--- src/rtl/audio_pkg.sv ---
// rtl/audio_pkg.sv - shared audio widths, midscale constant and sample/volume types
package audio_pkg;

  localparam int AUDIO_IN_BITS  = 16;
  localparam int AUDIO_OUT_BITS = 18;

  // Offset-binary zero point for the default DAC width.
  localparam logic [AUDIO_OUT_BITS-1:0] MIDSCALE = AUDIO_OUT_BITS'(1) << (AUDIO_OUT_BITS - 1);

  typedef logic signed [AUDIO_IN_BITS-1:0] sample_t;
  typedef logic [7:0]                      volume_t;

endpackage

--- src/rtl/sync_fifo.sv ---
// rtl/sync_fifo.sv - single-clock FIFO with push/pop, full/empty and occupancy level
module sync_fifo #(
  parameter int WIDTH      = 16,
  parameter int DEPTH_LOG2 = 3
) (
  input  logic                  clk,
  input  logic                  rst,
  input  logic                  push,
  input  logic                  pop,
  input  logic [WIDTH-1:0]      wdata,
  output logic [WIDTH-1:0]      rdata,
  output logic                  full,
  output logic                  empty,
  output logic [DEPTH_LOG2:0]   level
);

  localparam int DEPTH = 1 << DEPTH_LOG2;
  localparam logic [DEPTH_LOG2-1:0] PTR_ONE = DEPTH_LOG2'(1);
  localparam logic [DEPTH_LOG2:0]   CNT_ONE = (DEPTH_LOG2 + 1)'(1);

  logic [WIDTH-1:0]      mem [DEPTH];
  logic [DEPTH_LOG2-1:0] wr_ptr;
  logic [DEPTH_LOG2-1:0] rd_ptr;
  logic [DEPTH_LOG2:0]   count;
  logic                  do_push;
  logic                  do_pop;

  // Count never exceeds DEPTH, so its MSB alone marks the full state.
  assign full    = count[DEPTH_LOG2];
  assign empty   = (count == '0);
  assign do_push = push && !full;
  assign do_pop  = pop && !empty;
  assign rdata   = mem[rd_ptr];
  assign level   = count;

  // Storage array: unoccupied entries are don't-care, so no reset is needed.
  always_ff @(posedge clk) begin
    if (do_push) mem[wr_ptr] <= wdata;
  end

  // Pointers and occupancy; a refused push (full) never moves anything.
  always_ff @(posedge clk or posedge rst) begin
    if (rst) begin
      wr_ptr <= '0;
      rd_ptr <= '0;
      count  <= '0;
    end else begin
      if (do_push) wr_ptr <= wr_ptr + PTR_ONE;
      if (do_pop)  rd_ptr <= rd_ptr + PTR_ONE;
      if (do_push && !do_pop)      count <= count + CNT_ONE;
      else if (!do_push && do_pop) count <= count - CNT_ONE;
    end
  end

endmodule

--- src/rtl/audio_sample_feeder.sv ---
// rtl/audio_sample_feeder.sv - PCM FIFO, sample-rate release, volume and offset-binary output (option: AUDIO_FEEDER_LINEAR_INTERP_EN)
module audio_sample_feeder
  import audio_pkg::*;
#(
  parameter int IN_BITS         = AUDIO_IN_BITS,
  parameter int OUT_BITS        = AUDIO_OUT_BITS,
  parameter int SAMPLE_DIV_LOG2 = 9,
  parameter int FIFO_DEPTH_LOG2 = 3
) (
  input  logic                       clk,
  input  logic                       rst,
  input  logic                       enable,
  input  logic                       s_valid,
  output logic                       s_ready,
  input  logic [IN_BITS-1:0]         s_data,
  input  logic [7:0]                 volume,
  input  logic                       underrun_clr,
  output logic [OUT_BITS-1:0]        data_out,
  output logic                       sample_tick,
  output logic [FIFO_DEPTH_LOG2:0]   fifo_level,
  output logic                       underrun
);

  localparam int PW    = IN_BITS + 9;
  localparam int SHIFT = IN_BITS + 8 - OUT_BITS;
  localparam logic [OUT_BITS-1:0]        MID      = OUT_BITS'(1) << (OUT_BITS - 1);
  localparam logic [SAMPLE_DIV_LOG2-1:0] TICK_ONE = SAMPLE_DIV_LOG2'(1);

  logic [SAMPLE_DIV_LOG2-1:0] tick_cnt;
  logic                       fifo_full;
  logic                       fifo_empty;
  logic [IN_BITS-1:0]         fifo_head;
  logic signed [IN_BITS-1:0]  mult_src;
  logic signed [PW-1:0]       product;

  assign sample_tick = enable && (&tick_cnt);
  assign s_ready     = !fifo_full;

  // The FIFO ignores pops while empty, so the tick can be wired straight in.
  sync_fifo #(
    .WIDTH      (IN_BITS),
    .DEPTH_LOG2 (FIFO_DEPTH_LOG2)
  ) u_fifo (
    .clk   (clk),
    .rst   (rst),
    .push  (s_valid),
    .pop   (sample_tick),
    .wdata (s_data),
    .rdata (fifo_head),
    .full  (fifo_full),
    .empty (fifo_empty),
    .level (fifo_level)
  );

  // Sample-period counter: free-runs while enabled, parked at zero otherwise.
  always_ff @(posedge clk or posedge rst) begin
    if (rst)          tick_cnt <= '0;
    else if (!enable) tick_cnt <= '0;
    else              tick_cnt <= tick_cnt + TICK_ONE;
  end

  // Sticky underrun: a tick finding the FIFO empty beats a same-cycle clear.
  always_ff @(posedge clk or posedge rst) begin
    if (rst)                            underrun <= 1'b0;
    else if (sample_tick && fifo_empty) underrun <= 1'b1;
    else if (underrun_clr)              underrun <= 1'b0;
  end

`ifdef AUDIO_FEEDER_LINEAR_INTERP_EN
  logic signed [IN_BITS:0] interp_cur;
  logic signed [IN_BITS:0] interp_target;
  logic signed [IN_BITS:0] interp_step;
  logic signed [IN_BITS:0] interp_diff;

  assign interp_diff = $signed({fifo_head[IN_BITS-1], fifo_head}) - interp_target;
  assign mult_src    = IN_BITS'(interp_cur);

  // Linear ramp: each tick restarts from the previous target and slopes toward the new one.
  always_ff @(posedge clk or posedge rst) begin
    if (rst) begin
      interp_cur    <= '0;
      interp_target <= '0;
      interp_step   <= '0;
    end else if (sample_tick) begin
      interp_cur <= interp_target;
      if (!fifo_empty) begin
        interp_target <= $signed({fifo_head[IN_BITS-1], fifo_head});
        interp_step   <= interp_diff >>> SAMPLE_DIV_LOG2;
      end else begin
        interp_step   <= '0;
      end
    end else if (enable) begin
      interp_cur <= interp_cur + interp_step;
    end
  end
`else
  logic signed [IN_BITS-1:0] hold;

  assign mult_src = hold;

  // Zero-order hold: keeps the last sample through an underrun so the output does not click.
  always_ff @(posedge clk or posedge rst) begin
    if (rst)                             hold <= '0;
    else if (sample_tick && !fifo_empty) hold <= $signed(fifo_head);
  end
`endif

  assign product = PW'(mult_src) * PW'($signed({1'b0, volume}));

  // Output stage: gain, rescale to DAC width, flip sign bit for offset binary.
  always_ff @(posedge clk or posedge rst) begin
    if (rst) data_out <= MID;
    else     data_out <= OUT_BITS'(product >>> SHIFT) ^ MID;
  end

endmodule

--- config.mk ---
export PLATFORM = sky130hd
export DESIGN_NAME = audio_sample_feeder
export DESIGN_NICKNAME = d
export VERILOG_FILES = /design/src/rtl/audio_pkg.sv /design/src/rtl/sync_fifo.sv /design/src/rtl/audio_sample_feeder.sv
export SDC_FILE = /design/constraint.sdc
export NUM_CORES = 1
export LEC_CHECK = 0
export ABC_AREA = 1
export CAP_MARGIN = 10
export CORE_ASPECT_RATIO = 1.25
export CORE_MARGIN = 4
export CORE_UTILIZATION = 66
export DETAILED_ROUTE_END_ITERATION = 12
export PLACE_DENSITY = 0.86
export SYNTH_ARGS = -nofsm -noshare
export SYNTH_HDL_FRONTEND = slang
export SYNTH_SLANG_ARGS = --single-unit
--- constraint.sdc ---
create_clock -name clk -period 8.1 [get_ports clk]
set_input_delay 1.62 -clock clk [delete_from_list [all_inputs] [get_ports clk]]
set_output_delay 1.62 -clock clk [all_outputs]
set_load 0.05 [all_outputs]
; After elaboration in Yosys (flattened, before gate mapping)
; Memory sizes are Yosys's and may differ from the RTL's. A register that Yosys moved wholly into a read port is not among the register bits.
; Cells that the tools add are included.
[totals]
wordCells = 35
input_bits = 29
mem_bits_rw = 128
regBits = 38
n_memories = 1
[memory_table]
columns = name, depth, word_bits, read_ports, rd_clocked_by_memory_dff, wr, line_no
row1 = u_fifo.mem, 8, 16, 1, 1, 1, sync_fifo.sv:21  ; logic [WIDTH-1:0] mem [DEPTH];
[op_classes]
addsub = 5
bitwise_logic = 1
n_mul = 1
n_mux = 7
reduce_logical = 14
[ops]
columns = operator, n
row1 = $mul A16 B9 Y24, 1
row2 = $add A9 B1 Y9 const B, 1
row3 = $mux W9, 1
row4 = $reduce_and A9 Y1, 1
row5 = $mux W4, 2
row6 = $add A3 B1 Y3 const B, 2
row7 = $logic_and A1 B1 Y1, 6
row8 = $add A4 B1 Y4 const B, 1
row9 = $logic_not A1 Y1, 4
row10 = $logic_not A4 Y1, 1
row11 = $mux W1, 4
row12 = $reduce_bool A2 Y1, 2
row13 = $sub A4 B1 Y4 const B, 1
row14 = $not A1 Y1, 1

; Longest topological paths before layout
[depth]
depth_word = 6
mapped_depth = 23

; Modules after synthesis
; A second synthesis with hierarchy kept.
[unflattened]
hier_cells = 1419
hier_area_um2 = 12373.1
[by_module_without_submodules]
columns = mod, seq_area_each_um2, cells_each, n_inst, area_per_inst_um2
row1 = audio_sample_feeder, 1102.3, 788, 1, 6284.8
row2 = sync_fifo, 4093.9, 631, 1, 6088.3

; Worst setup path before layout
; OpenSTA, ideal clock, no wires.
[synth_timing]
path_kind = in2reg
from = in volume[2]
to = reg data_out[13]
arrival_ps = 5482
setup_slack_ps = 2502
t_required_ps = 7983
path_buffers = 2
cell_stages = 18
cell_sequence = clkbuf_1 clkbuf_1 nand2_1 fa_1 inv_1 fa_1 fa_1 inv_1 fa_1 inv_1 ha_1 a21oi_1 a21boi_0 nor2_1 nor2_1 nand2_1 nand2_1 nand2_1
[synth_between]
elab_chain_cells = 1
[synth_lines]
columns = item, line_no
row1 = "start, declared", audio_sample_feeder.sv:16  ; input logic [7:0] volume,
row2 = $mul A16 B9 Y24, audio_sample_feeder.sv:108  ; assign product = PW'(mult_src) * PW'($signed({1'b0, volume}));
row3 = net product[19], audio_sample_feeder.sv:34  ; logic signed [PW-1:0] product;
row4 = "end signal, assigned", audio_sample_feeder.sv:113  ; else data_out <= OUT_BITS'(product >>> SHIFT) ^ MID;
row5 = "end, declared", audio_sample_feeder.sv:18  ; output logic [OUT_BITS-1:0] data_out,
; The timed path passes the listed nets, and every way through them passes these cells.
; A chain may end at the register's enable or synchronous reset.

; Worst setup path in the final report
[layout_timing]
from = in volume[4]
to = reg data_out[17]
[layout_between]
elab_chain_cells = 2
[layout_lines]
columns = item, line_no
row1 = $mul A16 B9 Y24, audio_sample_feeder.sv:108
row2 = $not A1 Y1 (no line), --
; No other way between the ends.

==> metrics.md <==
| Metric | Value |
|---|---|
| Status | `complete, no violations` |
| Dominant cell type by area after synthesis | `edfxtp_1` |
| CTS max path bufs | `2` |
| H-tree Lvls | `4` |
| Synth Area in Compound Gates | `7.93%` |
| Main combinational cell family by area after synthesis | `adder cells` |
| GR Overflow Total | `0` |
| Unique masters post-synth | `34` |
| Worst path slowest cell | `clkdlybuf4s50_1` |
| Leakage power | `6.44 nW` |
| Initial antenna violation count | `0` |
| Final Hold Slack | `approximately 0.48 ns` |
| Vias | `roughly 8,500` |
| DRC viols | `0` |
| Worst-margin pin slew | `~1.2 ns` |
| Worst Reg2Reg Path Length in Cells | `17` |
| Clock-pin slew on the worst setup and hold paths | `0.08 ns` |
| Cts repair resizes | `0` |
| Sum of negative setup slack | `0 ns` |
| Simple-gate portion of the synthesized area | `between 10% and 20%` |
| Xor/xnor cell area share of the yosys netlist | `~1.6%` |
| Clock network power share | `between 30% and 40%` |
| Setup violations, final | `0` |
| Logic pwr share | `a little under an eighth` |
| Yosys warning count | `0` |
| Number of max-cap violations | `0` |
| Post-synth ARST share | `29.7%` |
| Grt met1 use | `31.1%` |
| Crit-path most repeated cell | `nand2_1` |
| Kind of start point of the critical path | `input port` |
| Placed Cells incl. Taps | `1,469` |
| Initial Util | `67.4%` |
| Top delay family on crit path | `adder cells` |
| Post-Route WL | `25,700 um` |
| # port buffers | `53` |
| Power per cell area | `~180 nW/um2` |
| Layout Skew | `0.0104 ns` |
| CP Data Required Time | `around 8.5 ns` |
| DP Worst Slack | `between 1.5 and 2 ns` |
| Post-synth top flop | `edfxtp_1` |
| Final worst path period share | `76.0%` |
| Row cnt | `54` |
| Hold path depth | `1` |
| Area growth syn-to-layout | `11.1%` |
| Iteration-0 DRC Markers | `about 600` |
| Die ar. | `roughly 20,000 um2` |
| Utilization after layout | `between 70% and 80%` |
| GP Congestion | `roughly 0.90` |
| Post-Syn Instances | `about 1,200` |
| # hold bufs at CTS | `0` |
| Flops & latches, synth | `between 150 and 200` |
| Layout Cells excl Fill | `1,501` |
| Largest net degree at the start of global routing | `just under 70` |
| Final Hold Viols | `0` |
| CTS Sinks | `approximately 180` |
| Setup bufs post-CTS | `0` |
| Total CTS buffers | `17` |
| VDD IR max | `between 0.0002 and 0.00025 V` |
| Die width | `roughly 130 um` |
| First-pass iteration count of the detailed router | `5` |
| Share of the yosys chip area belonging to registers | `around 44%` |
| Global routing usage on met2 | `49.9%` |
| GRT met3 Usage | `3.87%` |
| WL/cell | `~17 um` |
| Vias in the first global route | `around 8,900` |
| Internal power | `around 1.7 mW` |
| Core ar. | `about 17,000 um2` |
| Via/cell ratio | `5.68` |
| Post-synth design cell area | `~12,000 um2` |
| First-pass GRT wire length | `between 40,000 and 50,000 um` |
| Critical path endpoint category | `flop` |
| Net Sw Frac | `a little over a quarter` |
| CP Cell Sequence | `clkdlybuf4s50_1, nand2_1, inv_1, fa_1, fa_1, fa_1, inv_1, fa_1, inv_1, ha_1, a21oi_1, a21boi_0, nand2_1, nand2_1, nand3_1, inv_1, nand2_1, nand2_1` |
| Critical path class | `in -> reg` |
| EDFF count, synth | `128` |
| Share of cells above drive strength 1 | `under 10%` |
| Cell with the most instances after synthesis | `nand2_1` |
| F_max | `around 0.16 GHz` |
| WP depth | `18` |
| Buf+Inv Stages, Crit Path | `5` |
| GR Util All Layers | `between 20 and 30%` |
| Register share of total power | `about half` |
| Max FO, Critical Path | `16` |
| Largest cells by area after synthesis | `edfxtp_1 (33%), fa_1 (17%), dfrtp_1 (11%), nand2_1 (8.4%), inv_1 (8.2%)` |
| Height of the die | `157 um` |
| Crit-path max cell delay | `between 0.9 and 1 ns` |
| CTS tree | `built` |
| Tmin final | `6.16 ns` |
| Max_slew headroom | `roughly 18%` |
| Synth top area share | `between 30% and 40%` |
| NetSw | `roughly 630 uW` |
| Clk Latency, worst-skew pair | `between 0.4 and 0.5 ns` |
| Post-synthesis mux area share | `0%` |
| Synth cell count leaders | `nand2_1 (265), inv_1 (257), edfxtp_1 (128), nor2_1 (109), fa_1 (100)` |
| Syn nets | `approximately 1,400` |
| # IOs | `between 50 and 60` |
| Slew Viols, Final | `0` |
| Worst path arrival time | `between 6 and 7 ns` |
| Hpwl dp | `about 17,000 um` |
| Antenna Nets Post-Route | `0` |
| HP Class | `reg -> reg` |
| Final Total Pwr | `2.31 mW` |
| Inserted Diodes | `0` |
| Clk Tree Root Cell | `clkbuf_16` |
| Grt peak-use layer | `met2` |
| Synthesized-area fraction occupied by adder cells | `22.3%` |
| Mean Syn Cell Area | `around 9.5 um2` |
| RSZ-0062 raised after global routing | `false` |
| # nets final | `1,443` |
| Final worst slack | `between 1.5 and 2 ns` |
| Cell area after layout | `13,100 um2` |
| Total placed instance area | `12,400 um2` |
## power groups by stage
stage               Clock (mW)  Combinational, mW  Sequential [mW]
detailed placement           0              0.269             1.14
floorplan                    0              0.149             1.16
finish                   0.914              0.275             1.12
CTS                      0.915              0.276             1.12
global route             0.961              0.299             1.13
global placement             0              0.259             1.14
## cell type report
cell class                      instances  area, um2
Fill cell                            1157       4400
Sequential cell                       182       5200
Multi-Input combinational cell        740       5380
Clock inverter                         15        224
Timing Repair Buffer                   64        613
Tap cell                              224        280
Clock buffer                           17        425
Inverter                              259        972
## metal layers
| layer | part of all wire [%] | wire (um) | vias to the layer above |
|---|---|---|---|
| li1 | - | - | 3921 |
| met2 | 54 | 13900 | 391 |
| met3 | 6.3 | 1610 | 91 |
| met5 | 0 | 0 | - |
| met4 | 3.9 | 993 | 0 |
| met1 | 36 | 9230 | 4124 |
## path summary, 6_finish.rpt
path                            slack [ns]        start            to
worst min register to register        0.48  tick_cnt[0]   tick_cnt[0]
min in group asynchronous             1.71          rst   data_out[1]
max in group asynchronous             5.92          rst      hold[13]
worst min-delay path                  0.48  tick_cnt[0]   tick_cnt[0]
worst max-delay path                  1.94    volume[4]  data_out[17]
worst max register to register        3.53     hold[12]  data_out[17]
## logic make-up after synthesis
| family | Yosys count |
|---|---|
| fa+ha+maj | 150 |
| simple gates | 413 |
| xor+xnor | 21 |
| flops | 182 |
| buf+inv | 317 |
| compound gates | 156 |
## cell usage in the layout, fill, tap and decap left out, types with 2 or more instances in the layout
master	n
ha_1	50
o221ai_1	16
clkbuf_16	17
clkinv_8	2
o21bai_1	3
o21ai_0	70
xnor2_1	6
nor3_1	6
inv_2	3
xor2_1	15
dfrtp_1	53
buf_4	11
a21o_1	3
nand3_1	14
nor2_1	109
nand2_2	9
nand4_1	5
clkdlybuf4s50_1	53
fa_1	100
inv_6	4
inv_8	3
bufinv_16	3
edfxtp_1	128
o22ai_1	17
nand2_1	265
o211ai_1	17
a21oi_1	22
o21ai_1	5
inv_1	256
## registers in the layout, summed over array words and instances (netlist names)
name	count
data_out	18
u_fifo.level	4
u_fifo.rd_ptr	3
tick_cnt	9
underrun	1
u_fifo.mem	128
hold	16
u_fifo.wr_ptr	3
Power figures use the tool's default switching activity.
